==> config.mk <==
export PLATFORM = sky130hd
export DESIGN_NAME = pipe_reg_chain
export DESIGN_NICKNAME = d
export VERILOG_FILES = /design/src/rtl/pipe_reg_chain.sv
export SDC_FILE = /design/constraint.sdc
export NUM_CORES = 1
export LEC_CHECK = 0
export CAP_MARGIN = 20
export CORE_ASPECT_RATIO = 2
export CORE_MARGIN = 1
export CORE_UTILIZATION = 53
export CTS_CLUSTER_DIAMETER = 80
export DETAILED_ROUTE_END_ITERATION = 8
export PLACE_DENSITY = 0.82
export REMOVE_ABC_BUFFERS = 1
export SETUP_SLACK_MARGIN = 0.02
export SYNTH_ARGS = -nofsm -noshare
export SYNTH_HDL_FRONTEND = slang
export SYNTH_SLANG_ARGS = --single-unit
==> constraint.sdc <==
create_clock -name clk -period 2.89 [get_ports clk]
set_input_delay 0.578 -clock clk [delete_from_list [all_inputs] [get_ports clk]]
set_output_delay 0.578 -clock clk [all_outputs]
set_load 0.05 [all_outputs]
==> src/rtl/pipe_reg_chain.sv <==
// DEPTH-stage WIDTH-bit register pipeline; an item takes DEPTH cycles from acceptance to output.
// A per-stage ready chain lets held items close up bubbles while the output is stalled.
module pipe_reg_chain #(
  parameter int                WIDTH    = 8,
  parameter int                DEPTH    = 4,
  parameter bit                RST_DATA = 1'b1,
  parameter logic [WIDTH-1:0]  RST_VAL  = '0
) (
  input  logic                        clk,
  input  logic                        reset,
  input  logic                        in_valid_i,
  input  logic [WIDTH-1:0]            in_data_i,
  output logic                        in_ready_o,
  output logic                        out_valid_o,
  output logic [WIDTH-1:0]            out_data_o,
  input  logic                        out_ready_i,
  input  logic                        flush_i,
  output logic [$clog2(DEPTH+1)-1:0]  count_o
);

  localparam int CW = $clog2(DEPTH+1);

  logic [DEPTH-1:0] vld;
  logic [DEPTH-1:0] vld_nxt;
  logic [DEPTH-1:0] load;
  logic [DEPTH:0]   rdy;
  logic             chain;
  logic [WIDTH-1:0] dat [DEPTH];
  logic [WIDTH-1:0] src [DEPTH];
  logic [CW-1:0]    count_q;
  logic [CW-1:0]    count_nxt;
  logic             live;

  // Neither reset nor flush may move data, so both gate every stage load.
  assign live = reset && !flush_i;

  // A stage can accept if it is empty or everything downstream of it can move.
  always_comb begin
    rdy   = '0;
    chain = out_ready_i;
    rdy[DEPTH] = chain;
    for (int k = DEPTH-1; k >= 0; k--) begin
      chain  = !vld[k] || chain;
      rdy[k] = chain;
    end
  end

  assign in_ready_o = rdy[0] && live;

  always_comb begin
    load    = '0;
    src[0]  = in_data_i;
    load[0] = in_valid_i && in_ready_o;
    for (int k = 1; k < DEPTH; k++) begin
      src[k]  = dat[k-1];
      load[k] = vld[k-1] && rdy[k] && live;
    end
  end

  always_comb begin
    vld_nxt   = '0;
    count_nxt = '0;
    for (int k = 0; k < DEPTH; k++) begin
      if (live) begin
        vld_nxt[k] = load[k] || (vld[k] && !rdy[k+1]);
      end
      count_nxt = count_nxt + CW'(vld_nxt[k]);
    end
  end

  always_ff @(posedge clk) begin
    if (!reset) begin
      vld     <= '0;
      count_q <= '0;
    end else begin
      vld     <= vld_nxt;
      count_q <= count_nxt;
    end
  end

  generate
    if (RST_DATA) begin : g_dat_rst
      always_ff @(posedge clk) begin
        if (!reset) begin
          for (int k = 0; k < DEPTH; k++) dat[k] <= RST_VAL;
        end else begin
          for (int k = 0; k < DEPTH; k++) begin
            if (load[k]) dat[k] <= src[k];
          end
        end
      end
    end else begin : g_dat_nrst
      always_ff @(posedge clk) begin
        for (int k = 0; k < DEPTH; k++) begin
          if (load[k]) dat[k] <= src[k];
        end
      end
    end
  endgenerate

  assign out_valid_o = vld[DEPTH-1];
  assign out_data_o  = dat[DEPTH-1];
  assign count_o     = count_q;

endmodule

==> impl_metrics.yaml, run 1 <==
detailed_routing:
  drt-total-wl_um: 2720
  ant_nets: 0
  drtIter0Drc: 24
  drt_pass1_iterations: 4
  via_count: 1027
  routed_via_density: 5.55
  drc: 0
  avgRoutedWirePerCell_um: 14.7
timing:
  min_period_over_period: 0.914
  worst_pin_slew_ps: 497
  rsz0062_at_grt: "false"
  tns_ps: 0
  period_needed_ps: 2640
  setup_viol: 0
  finalWorstSetupSlack_ps: 247
  finClkSkew_ps: 6.37
  max_clock_freq_ghz: 0.378
  hold_viol: 0
  slew_viol_final: 0
  slew_headroom: 0.667
final_layout:
  fin_util: 0.708
  drive_above_1_share: 0.200
  area_growth_pct: 24.2
  antenna_cells: 0
  num-fill-cells: 203
  nNetsFinal: 170
die:
  core-area_um2: 3010
  rows: 28
  ios: 26
  dieArea_um2: 3490
  die_w_um: 42.3
  die_h_um: 82.5
  start_util: 0.571
place:
  numPortBuffers: 25
  pre_cts_ws_ps: 45.7
  gp_congestion: 0.933
  dp_hpwl_um: 2110
logic_synthesis:
  postSynthCellCount: 118
  synthesis.area_um2: 1720
  ys_seq_elements: 39
  synthXorXnorAreaFrac: 0
  synth_top_family_by_area: "simple AND/OR/NAND/NOR gates"
  synthAdderAreaFrac: 0.0262
  yosysWarningCount: 0
  synth_compound_area_frac: 0.107
  avgSynthCellArea_um2: 14.6
  synth.area.mux_share: 0
  yosys.area_share.simple: 0.172
  synth.distinct_cells: 24
  synth_seq_area_share: 0.640
setup_path:
  crit_required_ps: 2310
  crit_arrival_ps: 2060
  cp-end-kind: "output pin"
  path_class: "input pin to output pin"
  r2r.worst_path.cells: 7
  cp_max_fo: 7
  max_stage_delay_ps: 580
  crit_chain: "clkdlybuf4s50_1, and2b_1, buf_4, a21boi_0, buf_12"
  reg2reg_slack_ps: 690
  startpoint_type: "input pin"
  r2r-start: "vld[1]"
  cp_top_family: "buffers and inverters"
  crit_slowest_cell: "clkdlybuf4s50_1"
  r2r_end: "count_o[1]"
  crit_buf_inv: 3
clocking:
  hold_buffers: 0
  cts_resized: 0
  htreeDepth: 2
  clockBufferDepth: 2
  cts_tree: "done"
  numCtsBuffers: 5
  post_cts_buffers: 0
  worst_setup_hold_path_clk_slew_ps: 70
  clock-root-buffer: "clkbuf_8"
  cts.sinks: 39
  clk-insertion-delay-late_ps: 280
power_and_ir_drop:
  ir_worst_vdd_uv: 450
  p_sw_frac: 0.204
  p_int_mw: 0.863
  p_sw_mw: 0.222
  clkPwrFrac: 0.334
  p_comb_frac: 0.083
  sequentialPowerShare: 0.583
  p_leak_nw: 0.783
  power-per-cell-area_nw_per_um2: 508
grt:
  grt_pass1_wl_um: 4590
  first_global_vias: 1053
  globalRouteMet2Util: 0.365
  top_usage_layer: "met2"
  grt_usage: 0.178
  met3_usage: 0.0435
  grt_max_degree: 20
  use_met1: 0.153
  overflow: 0
  antenna_found_initial: 0
status:
  status: "finished clean"
min_path:
  whs_path_depth: 1
  hp-class: "register to register"
  min_from: "dat[1][7]"
  holdPathEnd: "dat[2][7]"
run:
  maxCapViolations: 0
[cells in the mapped netlist (all sizes together)]
cell	instances	area, um2
and2b	1	7.51
nand3b	4	41.3
edfxtp	32	961
nand2b	1	6.26
o21a	5	37.5
ha	2	25.0
and2	3	18.8
buf	7	56.3
nand4b	1	8.76
o21ai	6	30.0
a2bb2oi	1	8.76
nor3b	24	180
a21boi	1	7.51
fa	1	20.0
dfxtp	7	140
nand2	1	3.75
inv	10	37.5
nor2b	1	6.26
and3b	1	8.76
and4b	1	13.8
a211oi	8	100
[state kept, by name, indices dropped and copies added, names as in the netlist]
signal,count
count_o,3
vld,4
dat,32
[cell type report]
class,count,area [um2],share of cell area
Inverter,10,37.5,0.0176
Sequential cell,39,1100,0.516
Multi-Input combinational cell,62,524,0.246
Timing Repair Buffer,36,343,0.161
Clock buffer,7,86.3,0.0404
Clock inverter,1,5.00,0.00234
Tap cell,30,37.5,0.0176
[how the worst max path moves through the flow]
stage	from	endpoint	slack [ps]	depth (start not counted)
after floorplan	out_ready_i	in_ready_o	310	2
after global placement	out_ready_i	count_o[1]	140	8
after detailed placement	out_ready_i	count_o[1]	50	8
after CTS	reset	in_ready_o	240	5
after global routing	reset	in_ready_o	140	5
final	reset	in_ready_o	250	5
[logic make-up (layout without fill, tap and decap cells)]
| kind of cell | count (synthesis) | count (layout) |
|---|---|---|
| DFF | 39 | 39 |
| and+or+nand+nor | 38 | 38 |
| AOI/OAI and AO/OA | 21 | 21 |
| buffers and inverters | 17 | 54 |
| adders and majority gates | 3 | 3 |
[routing by layer]
| layer | vias to the layer above | part of all wire |
|---|---|---|
| met1 | 484 | 0.34 |
| li1 | 508 | - |
| met5 | - | 0 |
| met3 | 9 | 0.030 |
| met4 | 0 | 0.018 |
| met2 | 26 | 0.61 |
[metrics by stage]
stage          hold slack [ps]  total power, mW  area, um2  cells
2_1_floorplan              526            0.689       1660    111
3_3_place_gp               574            0.732       2040    177
3_5_place_dp               590            0.735       2040    177
4_1_cts                    609             1.09       2130    185
5_1_grt                    624             1.12       2130    185
6_report                   598             1.08       2130    185
[placed cells by master (no fill, tap or decap), drive strengths merged, types with 2 or more instances in the layout]
cell,instances
ha,2
dfxtp,7
clkbuf,7
and2,3
a211oi,8
o21ai,6
inv,10
nand3b,4
buf,12
edfxtp,32
o21a,5
clkdlybuf4s50,24
nor3b,24
[power by group through the flow]
stage               clock network [mW]  registers, mW  logic, mW
floorplan                            0          0.658     0.0305
global placement                     0          0.644     0.0879
detailed placement                   0          0.645     0.0903
CTS                              0.372          0.632     0.0905
global route                     0.391          0.634     0.0956
finish                           0.362          0.632     0.0900
(Power assumes the default switching activity.)
==> inputs of run 2 (changes only) <==
Settings changed: ABC_AREA from default to 1, CORE_UTILIZATION 53 to 52, CTS_CLUSTER_SIZE from default to 14, PLACE_DENSITY 0.82 to 0.81.
==> impl_metrics.yaml, run 2 <==
status:
  status: "finished clean"
logic_synthesis:
  synth.distinct_cells: 16
  avgSynthCellArea_um2: 11.1
  ys_async_sr_fraction: 0
  ys_seq_elements: 39
  synthesis.area_um2: 1600
  yosysTopAreaCellShare: 0.601
  synth_top_area_cell: "edfxtp_1"
  synth_edf_count: 32
  synthTopCellsByArea: "edfxtp_1 60%, inv_1 10%, dfxtp_1 8.8%, nor2_1 8.2%, nand3_2 1.9%"
  ys_top_cells_by_count: "43 x inv_1, 35 x nor2_1, 32 x edfxtp_1, 8 x nand2_1, 7 x dfxtp_1"
  synth_seq_area_share: 0.689
  postSynthCellCount: 144
  yosysMostFrequentCell: "inv_1"
  yosysWarningCount: 0
  ys.flop_type: "edfxtp_1"
setup_path:
  cp_max_fo: 7
  startpoint_type: "input pin"
  cp_top_family: "adder cells"
  cpMostUsedCell: "inv_1"
  crit_required_ps: 3080
  crit_buf_inv: 6
  path_class: "input pin to register"
  crit_slowest_cell: "fa_1"
  crit_arrival_ps: 2860
  cp-end-kind: "register"
  max_stage_delay_ps: 520
  crit_chain: "clkdlybuf4s50_1, inv_2, nor2_8, inv_1, a21oi_1, inv_1, fa_1, inv_1, ha_1, ha_1, nand2_1, inv_1"
final_layout:
  multi_input_area_um2: 310
  antenna_cells: 0
  nNetsFinal: 192
  final_common_cell: "inv_1"
  drive_above_1_share: 0.0847
  area_growth_pct: 23.4
  finalInstanceArea_um2: 1970
  fin_util: 0.670
  num-fill-cells: 235
  final_cell_mix: "43 x inv_1, 35 x nor2_1, 32 x edfxtp_1"
  regArea_um2: 1100
  largest_register_ffs: 32
  top_register: "dat"
grt:
  first_global_vias: 1037
  grt_max_degree: 13
  grt_usage: 0.186
  antenna_found_initial: 0
  grt_pass1_wl_um: 4050
  overflow: 0
detailed_routing:
  drc: 0
  drtIter0Drc: 42
  drt-total-wl_um: 2460
  avgRoutedWirePerCell_um: 11.9
  ant_nets: 0
  routed_via_density: 4.87
  via_count: 1009
  drt_pass1_iterations: 4
min_path:
  hp-class: "register to register"
die:
  die_h_um: 80.4
  core-area_um2: 2940
  die_w_um: 41.2
  start_util: 0.543
  ios: 26
  dieArea_um2: 3310
  rows: 28
power_and_ir_drop:
  ir_worst_vdd_uv: 434
  power-per-cell-area_nw_per_um2: 537
  p_leak_nw: 0.874
timing:
  worst_pin_slew_ps: 496
  setup_viol: 0
  min_period_over_period: 0.926
  slew_viol_final: 0
  finalWorstSetupSlack_ps: 214
  period_needed_ps: 2680
  finClkSkew_ps: 4.66
  slew_headroom: 0.668
  rsz0062_at_grt: "false"
  max_clock_freq_ghz: 0.374
  hold_viol: 0
run:
  maxCapViolations: 0
clocking:
  clockBufferDepth: 2
  cts_resized: 0
  clk-insertion-delay-late_ps: 280
  post_cts_buffers: 0
  worst_setup_hold_path_clk_slew_ps: 70
  clock-root-buffer: "clkbuf_8"
  cts_tree: "done"
  numCtsBuffers: 5
  hold_buffers: 0
  cts.sinks: 39
  htreeDepth: 2
place:
  gp_congestion: 0.908
  dp_hpwl_um: 1950
  place_area_um2: 1890
  pre_cts_ws_ps: -60.9
  numPortBuffers: 25
==> run 2: cell types whose count changed in the layout (fill, tap and decap cells not counted), sizes merged, moves of 5 or more <==
cell / previous run / this run
a211oi: 8 / 0
nand2: 1 / 8
nor2: 0 / 36
nor3b: 24 / 0
inv: 10 / 44
o21a: 5 / 0
buf: 12 / 3
==> run 2: power by group <==
group,leakage [nW],total (mW),switching [mW],internal [mW]
logic,0.449,0.0825,0.0499,0.0326
clock network,0.0392,0.342,0.178,0.164
registers,0.386,0.636,0.00658,0.629
total,0.874,1.06,0.235,0.825
==> run 2: kinds of logic after synthesis <==
group	synth area share
DFF	0.689
adders and majority gates	0.0282
and+or+nand+nor	0.139
AOI/OAI and AO/OA	0.0266
buffers and inverters	0.117
==> run 2: routing by layer <==
layer | GRT usage | share of wire
met4 | 0.106 | 0.031
met5 | 0 | 0
met1 | 0.168 | 0.34
met2 | 0.309 | 0.59
met3 | 0.0829 | 0.046
==> run 2: metrics by stage <==
stage | total power, mW | TNS [ps] | hold WS (ps) | std cells
finish | 1.06 | 0 | 551 | 207
global route | 1.11 | 0 | 566 | 207
CTS | 1.07 | 0 | 552 | 207
detailed placement | 0.732 | -60.9 | 535 | 199
global placement | 0.726 | 0 | 508 | 199
floorplan | 0.691 | 0 | 494 | 142
==> run 2: worst reg2reg max path: stages (launching register included) <==
cell	delay [ps]
dfxtp_1	330
inv_1	60
nor2_1	120
nand3_1	140
nor2_1	180
o21ai_0	140
fa_1	560
inv_1	40
ha_1	170
ha_1	280
nand2_1	70
inv_1	30
==> run 2: final timing paths <==
path,startpoint,to,slack (ps),cells past startpoint
min,dat[2][3],dat[3][3],550,2
max reg2reg,vld[3],count_o[1],660,11
min reg2reg,dat[2][3],dat[3][3],550,2
max,reset,count_o[1],210,12
==> run 2: area by class of cell <==
class | count | area share
sequential | 39 | 0.558
multi-input combinational | 59 | 0.157
timing repair buffer | 27 | 0.140
inverter | 44 | 0.0837
clock buffer | 5 | 0.0349
tap | 30 | 0.0190
clock inverter | 3 | 0.00761
==> inputs of run 3 (changes only) <==
Settings changed: CELL_PAD_IN_SITES_DETAIL_PLACEMENT from default to 0, CELL_PAD_IN_SITES_GLOBAL_PLACEMENT from default to 1, CORE_UTILIZATION 52 to 41, SETUP_SLACK_MARGIN 0.02 to 0.15.
==> impl_metrics.yaml, run 3 (same netlist as run 2, synthesis figures left out) <==
place:
  numPortBuffers: 25
  dpl.cell_count: 218
  gp_congestion: 0.783
  dp_hpwl_um: 1670
  place_area_um2: 1910
setup_path:
  r2r.worst_path.cells: 11
  startpoint_type: "input pin"
  crit_end: "count_o[1]"
  crit_required_ps: 3080
  cp-startpoint: "out_ready_i"
  cp_max_fo: 4
  crit_arrival_ps: 2770
  r2r_end: "count_o[1]"
  reg2reg_slack_ps: 700
  cp-end-kind: "register"
  path_class: "input pin to register"
  r2r-start: "vld[3]"
timing:
  finClkSkew_ps: 2.72
  period_needed_ps: 2580
  hold_viol: 0
  slew_headroom: 0.663
  slew_viol_final: 0
  rsz0062_at_grt: "false"
  max_clock_freq_ghz: 0.388
  min_period_over_period: 0.893
  setup_viol: 0
  worst_pin_slew_ps: 504
  tns_ps: 0
clocking:
  htreeDepth: 2
  worst_setup_hold_path_clk_slew_ps: 70
  cts.sinks: 39
  clockBufferDepth: 2
  hold_buffers: 0
  numCtsBuffers: 5
  clk-insertion-delay-late_ps: 290
  cts_tree: "done"
  clock-root-buffer: "clkbuf_8"
status:
  status: "finished clean"
detailed_routing:
  met2_length_um: 1310
  wl_met3_um: 87
  routed_via_density: 4.20
  via_count: 949
  drc: 0
  drtIter0Drc: 15
  drt_pass1_iterations: 4
  drt-met1-wl_um: 698
  avgRoutedWirePerCell_um: 9.46
  drt-total-wl_um: 2140
  routed.top_layer: "met4"
  ant_nets: 0
min_path:
  hp-class: "register to register"
die:
  rows: 31
  ios: 26
  core-area_um2: 3680
  start_util: 0.434
  dieArea_um2: 4170
  die_w_um: 46.2
  die_h_um: 90.3
final_layout:
  final_cell_mix: "43 x inv_1, 34 x nor2_1, 32 x edfxtp_1"
  antenna_cells: 0
  nNetsFinal: 192
  final_common_cell: "inv_1"
  top_register: "dat"
  drive_above_1_share: 0.102
  finalInstanceArea_um2: 2000
  area_growth_pct: 25.4
  final_cells: 226
  largest_register_ffs: 32
grt:
  grt_max_degree: 14
  first_global_vias: 927
  overflow: 0
  grt_pass1_wl_um: 3760
  antenna_found_initial: 0
  grt_usage: 0.126
run:
  maxCapViolations: 0
power_and_ir_drop:
  p_leak_nw: 0.874
  power-per-cell-area_nw_per_um2: 534
  ir_worst_vdd_uv: 399
run 3: cell count changes in the layout (fill, tap and decap cells not counted):
| cell | change |
|---|---|
| clkinv_1 | -2 |
| clkinv_2 | +1 |
| clkinvlp_4 | +1 |
| nor2_1 | -1 |
| nor2_2 | +1 |
run 3: worst min path at each step:
| stage | from | end | slack, ps | depth (start not counted) |
|---|---|---|---|---|
| finish | vld[0] | vld[1] | 550 | 2 |
| global route | dat[0][3] | dat[1][3] | 570 | 2 |
| CTS | dat[0][3] | dat[1][3] | 550 | 2 |
| detailed placement | vld[0] | vld[1] | 530 | 2 |
| global placement | vld[0] | vld[1] | 520 | 2 |
| floorplan | vld[0] | vld[1] | 490 | 2 |
run 3: area by class of cell:
class / instances / area, um2
Fill cell: 319 / 1680
Clock buffer: 5 / 68.8
Sequential cell: 39 / 1100
Multi-Input combinational cell: 59 / 313
Inverter: 44 / 165
Timing Repair Buffer: 27 / 275
Clock inverter: 3 / 20.0
Tap cell: 49 / 61.3
run 3: report_power, final:
group	leakage [nW]	switching [mW]	internal, mW	total (mW)
Combinational	0.448	0.0486	0.0325	0.0811
Sequential	0.386	0.00610	0.629	0.635
Clock	0.0402	0.186	0.168	0.353
Total	0.874	0.240	0.829	1.07
run 3: worst max-delay path, cell delays in order:
cell and delay (ps):
clkdlybuf4s50_1 450, nor2_2 170, nand3_1 140, nor2_1 140, o21ai_0 130, fa_1 550, inv_1 40, ha_1 170
ha_1 300, nand2_1 70, inv_1 30
run 3: stage by stage:
stage	util	setup slack (ps)	total power [mW]	hold slack (ps)
5_1_grt	0.544	150	1.11	569
2_1_floorplan	-	378	0.691	494
4_1_cts	0.543	260	1.08	550
3_3_place_gp	0.519	34.4	0.727	517
6_report	0.544	310	1.07	545
3_5_place_dp	0.519	-46.5	0.730	527
run 3: repair_timing:
| item | in CTS | in global routing |
|---|---|---|
| resized for setup | 0 | 1 |
| setup buffers | 0 | 0 |
| endpoints found under the setup margin | 0 | 1 |
run 3: metal layers:
| layer | global-route usage | vias up |
|---|---|---|
| li1 | - | 501 |
| met1 | 0.112 | 420 |
| met2 | 0.230 | 23 |
| met3 | 0.0480 | 5 |
| met4 | 0.0515 | 0 |
| met5 | 0 | - |
